[src/rtl/uart_rx_ctrl.sv]
// -----------------------------------------------------------------------------
// uart_rx_ctrl
//   Receive-side controller of the UART RX path. It detects the start-bit
//   falling edge and runs the per-bit oversampling counter (edge_cnt) and the
//   frame bit counter (bit_cnt). It strobes the start, parity and stop
//   checkers and the deserializer, and consumes their error flags. A clean
//   frame ends with a one-cycle data_valid pulse. A rejected frame ends with a
//   one-cycle frame_err pulse.
//
// Ports
//   clk          system clock
//   rst          asynchronous active-low reset
//   rx_in        synchronized serial line, idle high
//   prescale     oversampling ratio (8, 16 or 32), latched at frame start
//   par_en       1 = frame carries a parity bit (sampled after the last data bit)
//   strt_glitch  registered start-check result
//   par_err      registered parity-check result
//   stp_err      registered stop-check result
//   edge_cnt     oversample index within the current bit
//   bit_cnt      bit index within the frame (0 = start)
//   dat_samp_en  data sampler enable, high whenever a frame is in progress
//   strt_chk_en  one-cycle start-check strobe
//   par_chk_en   one-cycle parity-check strobe
//   stp_chk_en   one-cycle stop-check strobe
//   deser_en     one-cycle shift strobe to the deserializer
//   data_valid   one-cycle frame-good pulse
//   frame_err    one-cycle frame-rejected pulse
// -----------------------------------------------------------------------------
module uart_rx_ctrl #(
  parameter int prescale_w = 6,
  parameter int bit_cnt_w  = 4,
  parameter int frame_data = 8
) (
  input  logic                  clk,
  input  logic                  rst,
  input  logic                  rx_in,
  input  logic [prescale_w-1:0] prescale,
  input  logic                  par_en,
  input  logic                  strt_glitch,
  input  logic                  par_err,
  input  logic                  stp_err,
  output logic [prescale_w-1:0] edge_cnt,
  output logic [bit_cnt_w-1:0]  bit_cnt,
  output logic                  dat_samp_en,
  output logic                  strt_chk_en,
  output logic                  par_chk_en,
  output logic                  stp_chk_en,
  output logic                  deser_en,
  output logic                  data_valid,
  output logic                  frame_err
);

  localparam logic [2:0] IDLE   = 3'd0;
  localparam logic [2:0] START  = 3'd1;
  localparam logic [2:0] DATA   = 3'd2;
  localparam logic [2:0] PARITY = 3'd3;
  localparam logic [2:0] STOP   = 3'd4;

  logic [2:0]            state;
  logic [2:0]            state_nxt;
  logic [prescale_w-1:0] p_lat;      // prescale frozen for the whole frame
  logic [prescale_w-1:0] edge_last;  // P-1: checker results valid, FSM decides
  logic [prescale_w-1:0] edge_chk;   // P-2: checker strobe point
  logic                  bit_end;

  assign edge_last = p_lat - prescale_w'(1);
  assign edge_chk  = p_lat - prescale_w'(2);
  assign bit_end   = (state != IDLE) && (edge_cnt == edge_last);

  // Strobes decode registered state only, so they are glitch-free and all
  // read 0 while the FSM sits in IDLE (including during reset).
  assign dat_samp_en = (state != IDLE);
  assign strt_chk_en = (state == START)  && (edge_cnt == edge_chk);
  assign par_chk_en  = (state == PARITY) && (edge_cnt == edge_chk);
  assign stp_chk_en  = (state == STOP)   && (edge_cnt == edge_chk);
  assign deser_en    = (state == DATA)   && bit_end;

  always_comb begin
    // NOTE: default assignment first so every path drives state_nxt and no latch is inferred.
    state_nxt = state;
    case (state)
      IDLE:    if (!rx_in) state_nxt = START;
      START:   if (bit_end) state_nxt = strt_glitch ? IDLE : DATA;
      DATA:    if (bit_end && (bit_cnt == bit_cnt_w'(frame_data)))
                 state_nxt = par_en ? PARITY : STOP;
      PARITY:  if (bit_end) state_nxt = par_err ? IDLE : STOP;
      STOP:    if (bit_end) state_nxt = IDLE;
      default: state_nxt = IDLE;
    endcase
  end

  always_ff @(posedge clk or negedge rst) begin
    if (!rst) begin
      state      <= IDLE;
      edge_cnt   <= '0;
      bit_cnt    <= '0;
      // NOTE: p_lat is reset like every other flop so the first frame never sees X.
      p_lat      <= prescale_w'(8);
      data_valid <= 1'b0;
      frame_err  <= 1'b0;
    end else begin
      // NOTE: non-blocking assignments so every flop samples pre-edge values.
      state      <= state_nxt;
      data_valid <= 1'b0;
      frame_err  <= 1'b0;

      if ((state == IDLE) && !rx_in) p_lat <= prescale;

      // Counters stay at 0 in IDLE and restart from 0 on any return to IDLE.
      if ((state == IDLE) || (state_nxt == IDLE)) begin
        edge_cnt <= '0;
        bit_cnt  <= '0;
      end else if (bit_end) begin
        edge_cnt <= '0;
        bit_cnt  <= bit_cnt + bit_cnt_w'(1);
      end else begin
        edge_cnt <= edge_cnt + prescale_w'(1);
      end

      // Terminal pulses are registered, so they show up in the first IDLE
      // cycle after the deciding edge.
      if (bit_end) begin
        case (state)
          START:   frame_err <= strt_glitch;
          PARITY:  frame_err <= par_err;
          STOP: begin
            data_valid <= !stp_err;
            frame_err  <= stp_err;
          end
          default: ;
        endcase
      end
    end
  end

endmodule

[config.mk]
export PLATFORM = sky130hd
export DESIGN_NAME = uart_rx_ctrl
export DESIGN_NICKNAME = d
export VERILOG_FILES = /design/src/rtl/uart_rx_ctrl.sv
export SDC_FILE = /design/constraint.sdc
export NUM_CORES = 1
export LEC_CHECK = 0
export ABC_CLOCK_PERIOD_IN_PS = 4980
export BUFFER_PORTS_ARGS = -buffer_cell sky130_fd_sc_hd__buf_4
export CAP_MARGIN = 20
export CORE_ASPECT_RATIO = 0.5
export CORE_UTILIZATION = 45
export CTS_BUF_LIST = sky130_fd_sc_hd__clkbuf_16
export DETAILED_ROUTE_END_ITERATION = 6
export HOLD_SLACK_MARGIN = 0.02
export PLACE_DENSITY_LB_ADDON = 0.05
export SYNTH_ARGS = -nofsm -noshare
export SYNTH_HDL_FRONTEND = slang
export SYNTH_SLANG_ARGS = --single-unit
[constraint.sdc]
create_clock -name clk -period 4.98 [get_ports clk]
set_input_delay 0.996 -clock clk [delete_from_list [all_inputs] [get_ports clk]]
set_output_delay 0.996 -clock clk [all_outputs]
set_load 0.01 [all_outputs]
==> impl_metrics.xml <==
<?xml version="1.0" encoding="UTF-8"?>
<metrics>
  <group name="critical_path">
    <metric name="crit_required" unit="ns">3.98</metric>
    <metric name="r2r.worst_path.cells" unit="">7</metric>
    <metric name="critPathCaptureType" unit="">output pin</metric>
    <metric name="largest_delay_share_family_worst_path" unit="">simple AND/OR/NAND/NOR gates</metric>
    <metric name="critical_path.slowest_cell" unit="">sky130_fd_sc_hd__a211oi_4</metric>
    <metric name="critPathMaxStageDelay" unit="ns">0.44</metric>
    <metric name="reg2reg_from" unit="">p_lat[2]</metric>
    <metric name="worstReg2RegEnd" unit="">bit_cnt[0]</metric>
    <metric name="worstPathMaxFanout" unit="">8</metric>
    <metric name="worst_setup_path_start_kind" unit="">register</metric>
    <metric name="worst-path-buf-inv" unit="">2</metric>
    <metric name="reg2reg_slack" unit="ns">2.76</metric>
    <metric name="timing.critical_path.cells" unit="">inv_1 -&gt; ha_1 -&gt; nor3b_2 -&gt; nand3_2 -&gt; a211oi_4 -&gt; nand2_2 -&gt; nor3b_1 -&gt; buf_4</metric>
    <metric name="arr_time_crit_path" unit="ns">2.46</metric>
    <metric name="worst-setup-path-type" unit="">reg2out</metric>
  </group>
  <group name="logic_synthesis">
    <metric name="number_of_synthesized_flops_with_an_enable_pin" unit="">0</metric>
    <metric name="synth_warnings" unit="">0</metric>
    <metric name="synth.avg_cell_area" unit="µm²">9.45</metric>
    <metric name="synth.top_cells.by_area" unit="">sky130_fd_sc_hd__dfrtp_1 (36%), sky130_fd_sc_hd__xnor2_1 (6.3%), sky130_fd_sc_hd__ha_1 (5.4%)</metric>
    <metric name="synth_ff_type" unit="">sky130_fd_sc_hd__dfrtp_1</metric>
    <metric name="synthesis.nets" unit="">165</metric>
    <metric name="synthCells" unit="">146</metric>
    <metric name="post-synth-top-area-cell" unit="">sky130_fd_sc_hd__dfrtp_1</metric>
    <metric name="seq_area_frac_synth" unit="">0.382</metric>
    <metric name="synth_largest_type_area_fraction" unit="">0.363</metric>
    <metric name="mappedNetlistArea" unit="mm²">0.00138</metric>
    <metric name="ys_async_sr_fraction" unit="">1.00</metric>
    <metric name="synth_compound_area_frac" unit="">0.130</metric>
    <metric name="synth.distinct_cells" unit="">45</metric>
    <metric name="synth.ff_latch_count" unit="">21</metric>
    <metric name="yosys.area_share.simple" unit="">0.220</metric>
    <metric name="synth-adder-area-share" unit="">0.0544</metric>
    <metric name="synthesized_area_fraction_occupied_by_xor_and_xnor_cells" unit="">0.107</metric>
    <metric name="multiplexer_area_fraction_after_synthesis" unit="">0.0544</metric>
    <metric name="synth_top_family_by_area" unit="">simple AND/OR/NAND/NOR gates</metric>
  </group>
  <group name="timing">
    <metric name="finalWorstPathRequiredPeriod" unit="ns">3.45</metric>
    <metric name="timing.setup.tns" unit="ns">0</metric>
    <metric name="report.final.hold_viol_count" unit="">0</metric>
    <metric name="fmax" unit="GHz">0.290</metric>
    <metric name="timing.clock.skew" unit="ns">0.00146</metric>
    <metric name="report.final.slew_viol_count" unit="">0</metric>
    <metric name="final_min_period_over_clock_period" unit="">0.693</metric>
    <metric name="layout_setup_ws" unit="ns">1.53</metric>
    <metric name="setup_violations" unit="">0</metric>
    <metric name="rsz0062_at_grt" unit="">false</metric>
    <metric name="maxSlewHeadroom" unit="">0.706</metric>
    <metric name="worst-slew-pin-transition" unit="ns">0.436</metric>
  </group>
  <group name="routing">
    <metric name="drt_first_pass_iters" unit="">4</metric>
    <metric name="ant_nets" unit="">0</metric>
    <metric name="routedWlPerCell" unit="µm">13.8</metric>
    <metric name="via_per_inst" unit="">5.35</metric>
    <metric name="vias" unit="">1118</metric>
    <metric name="drt_iter0_drc" unit="">23</metric>
    <metric name="route.detailed.drc" unit="">0</metric>
    <metric name="routed_wirelength" unit="mm">2.87</metric>
  </group>
  <group name="outcome">
    <metric name="run_status" unit="">complete, no violations</metric>
  </group>
  <group name="finish">
    <metric name="nets" unit="">192</metric>
    <metric name="post_route_cells_drive_above_1_share" unit="">0.273</metric>
    <metric name="synthToLayoutAreaGrowth" unit="%">21.5</metric>
    <metric name="insertedDiodeCount" unit="">0</metric>
    <metric name="layout_common_cells" unit="">sky130_fd_sc_hd__buf_4 (29), sky130_fd_sc_hd__dfrtp_1 (20), sky130_fd_sc_hd__nor2_1 (14)</metric>
    <metric name="mostFrequentLayoutCell" unit="">sky130_fd_sc_hd__buf_4</metric>
  </group>
  <group name="power">
    <metric name="internal_power" unit="W">0.000613</metric>
    <metric name="vdd_ir_drop_max" unit="V">0.000305</metric>
    <metric name="total_leakage_power" unit="nW">0.763</metric>
    <metric name="switching_share" unit="">0.427</metric>
    <metric name="share_clk_of_total_power" unit="">0.159</metric>
    <metric name="power.switching" unit="W">0.000456</metric>
    <metric name="power.share.sequential" unit="">0.327</metric>
    <metric name="cellPowerDensity" unit="mW/mm²">638</metric>
    <metric name="combinationalPowerShare" unit="">0.515</metric>
  </group>
  <group name="global_route">
    <metric name="global_route.usage.total" unit="">0.200</metric>
    <metric name="global_route.overflow_total" unit="">0</metric>
    <metric name="antenna_violations_before_repair" unit="">0</metric>
    <metric name="first_global_vias" unit="">945</metric>
    <metric name="pin_count_of_the_biggest_net_entering_global_routing" unit="">22</metric>
    <metric name="grt_first_pass_wirelength" unit="mm">4.62</metric>
  </group>
  <group name="placed_design">
    <metric name="port-buffer-count" unit="">29</metric>
    <metric name="dp_slack" unit="ns">1.83</metric>
    <metric name="gp_congestion" unit="">0.817</metric>
    <metric name="dp_hpwl" unit="mm">2.17</metric>
  </group>
  <group name="job">
    <metric name="maxCapViolations" unit="">0</metric>
  </group>
  <group name="hold_path">
    <metric name="worst_hold_startpoint" unit="">edge_cnt[0]</metric>
    <metric name="worst_hold_path.endpoint" unit="">edge_cnt[0]</metric>
    <metric name="hold_path_class" unit="">reg2reg</metric>
    <metric name="holdPathStages" unit="">1</metric>
  </group>
  <group name="floorplan">
    <metric name="core_area" unit="mm²">0.00275</metric>
    <metric name="boundary_pin_count" unit="">30</metric>
    <metric name="fp.dieArea" unit="mm²">0.00331</metric>
    <metric name="initial_core_util" unit="">0.502</metric>
    <metric name="fp.dieH" unit="µm">41.2</metric>
    <metric name="dieWidth" unit="µm">80.3</metric>
    <metric name="fp-row-count" unit="">13</metric>
  </group>
  <group name="cts">
    <metric name="setup_fix_bufs_post_cts" unit="">0</metric>
    <metric name="ctsHoldBuffers" unit="">0</metric>
    <metric name="cts-resized-gates" unit="">0</metric>
    <metric name="clockRootBuffer" unit="">sky130_fd_sc_hd__clkbuf_16</metric>
    <metric name="clock_insertion_delay_worst_skew" unit="ns">0.25</metric>
    <metric name="path_clk_slew" unit="ns">0.06</metric>
    <metric name="clock_tree.htree_level_count" unit="">1</metric>
    <metric name="cts_inserted_buffers" unit="">3</metric>
    <metric name="clk_path_buf_depth" unit="">2</metric>
    <metric name="cts.sink_count" unit="">21</metric>
    <metric name="clock_tree_from_tritoncts" unit="">built</metric>
  </group>
</metrics>
[worst register-to-register path: cells and delay by family (launching register included)]
| family | cells | cell delay, ns |
|---|---|---|
| fa+ha+maj | 1 | 0.24 |
| buf+inv | 1 | 0.13 |
| compound gates | 3 | 0.90 |
| flops | 1 | 0.42 |
| simple gates | 2 | 0.39 |
[area by class of cell]
class	count	area (µm²)
Fill cell	256	1070
Multi-Input combinational cell	111	781
Sequential cell	21	527
Timing Repair Buffer	29	218
Clock buffer	3	75.1
Tap cell	37	46.3
Inverter	7	26.3
Clock inverter	1	3.75
[cell families after synthesis]
logic type      after synthesis
xor+xnor                     16
flops                        21
buf+inv                      14
fa+ha+maj                     6
mux                           7
simple gates                 58
compound gates               24
[power groups by stage]
stage	registers (W)	logic, W	clock network, W
final	0.000349	0.000550	0.000170
after global routing	0.000364	0.000610	0.000182
after CTS	0.000349	0.000555	0.000173
after detailed placement	0.000352	0.000550	0
after global placement	0.000348	0.000544	0
after floorplan	0.000312	0.000458	0
[stage by stage]
| stage | area [µm²] | util | cells | total power [W] | hold WS, ns |
|---|---|---|---|---|---|
| after floorplan | 1380 | - | 146 | 0.000770 | 0.538 |
| after CTS | 1680 | 0.610 | 209 | 0.00108 | 0.555 |
| after detailed placement | 1600 | 0.581 | 205 | 0.000901 | 0.547 |
| after global routing | 1680 | 0.610 | 209 | 0.00116 | 0.591 |
| final | 1680 | 0.610 | 209 | 0.00107 | 0.555 |
| after global placement | 1600 | 0.581 | 205 | 0.000892 | 0.542 |
[per-layer routing]
| metal | GRT usage | wire [µm] | up-vias |
|---|---|---|---|
| met5 | 0 | 0 | - |
| met4 | 0.0402 | 13 | 0 |
| met3 | 0.0533 | 117 | 2 |
| met2 | 0.325 | 1230 | 25 |
| met1 | 0.275 | 1510 | 535 |
| li1 | - | - | 556 |
[registers in the layout, summed over array words and instances, names as in the netlist]
name and flops:
p_lat 6, bit_cnt 4, data_valid 1, edge_cnt 6, frame_err 1, state 3
[how the worst max path moves through the flow]
stage | from | cells after the start | endpoint
after floorplan | p_lat[2] | 7 | deser_en
after global placement | p_lat[2] | 8 | deser_en
after detailed placement | p_lat[2] | 8 | deser_en
after CTS | p_lat[2] | 8 | deser_en
after global routing | p_lat[1] | 8 | deser_en
final | p_lat[2] | 8 | deser_en
[Yosys cell counts (2+ instances only)]
cell type	count
sky130_fd_sc_hd__nor4_1	3
sky130_fd_sc_hd__inv_1	7
sky130_fd_sc_hd__buf_6	2
sky130_fd_sc_hd__nor2b_1	2
sky130_fd_sc_hd__nand2b_1	2
sky130_fd_sc_hd__nand2_1	13
sky130_fd_sc_hd__a311oi_1	2
sky130_fd_sc_hd__ha_1	6
sky130_fd_sc_hd__a31oi_1	2
sky130_fd_sc_hd__buf_2	3
sky130_fd_sc_hd__o211ai_1	2
sky130_fd_sc_hd__and3_1	4
sky130_fd_sc_hd__xnor2_1	10
sky130_fd_sc_hd__xor2_1	5
sky130_fd_sc_hd__nand3_1	4
sky130_fd_sc_hd__mux2_2	4
sky130_fd_sc_hd__mux2i_1	3
sky130_fd_sc_hd__o21ai_0	8
sky130_fd_sc_hd__nor2_1	14
sky130_fd_sc_hd__nor3b_1	2
sky130_fd_sc_hd__dfrtp_1	20
sky130_fd_sc_hd__nor3_1	5
(Power assumes the default switching activity.)
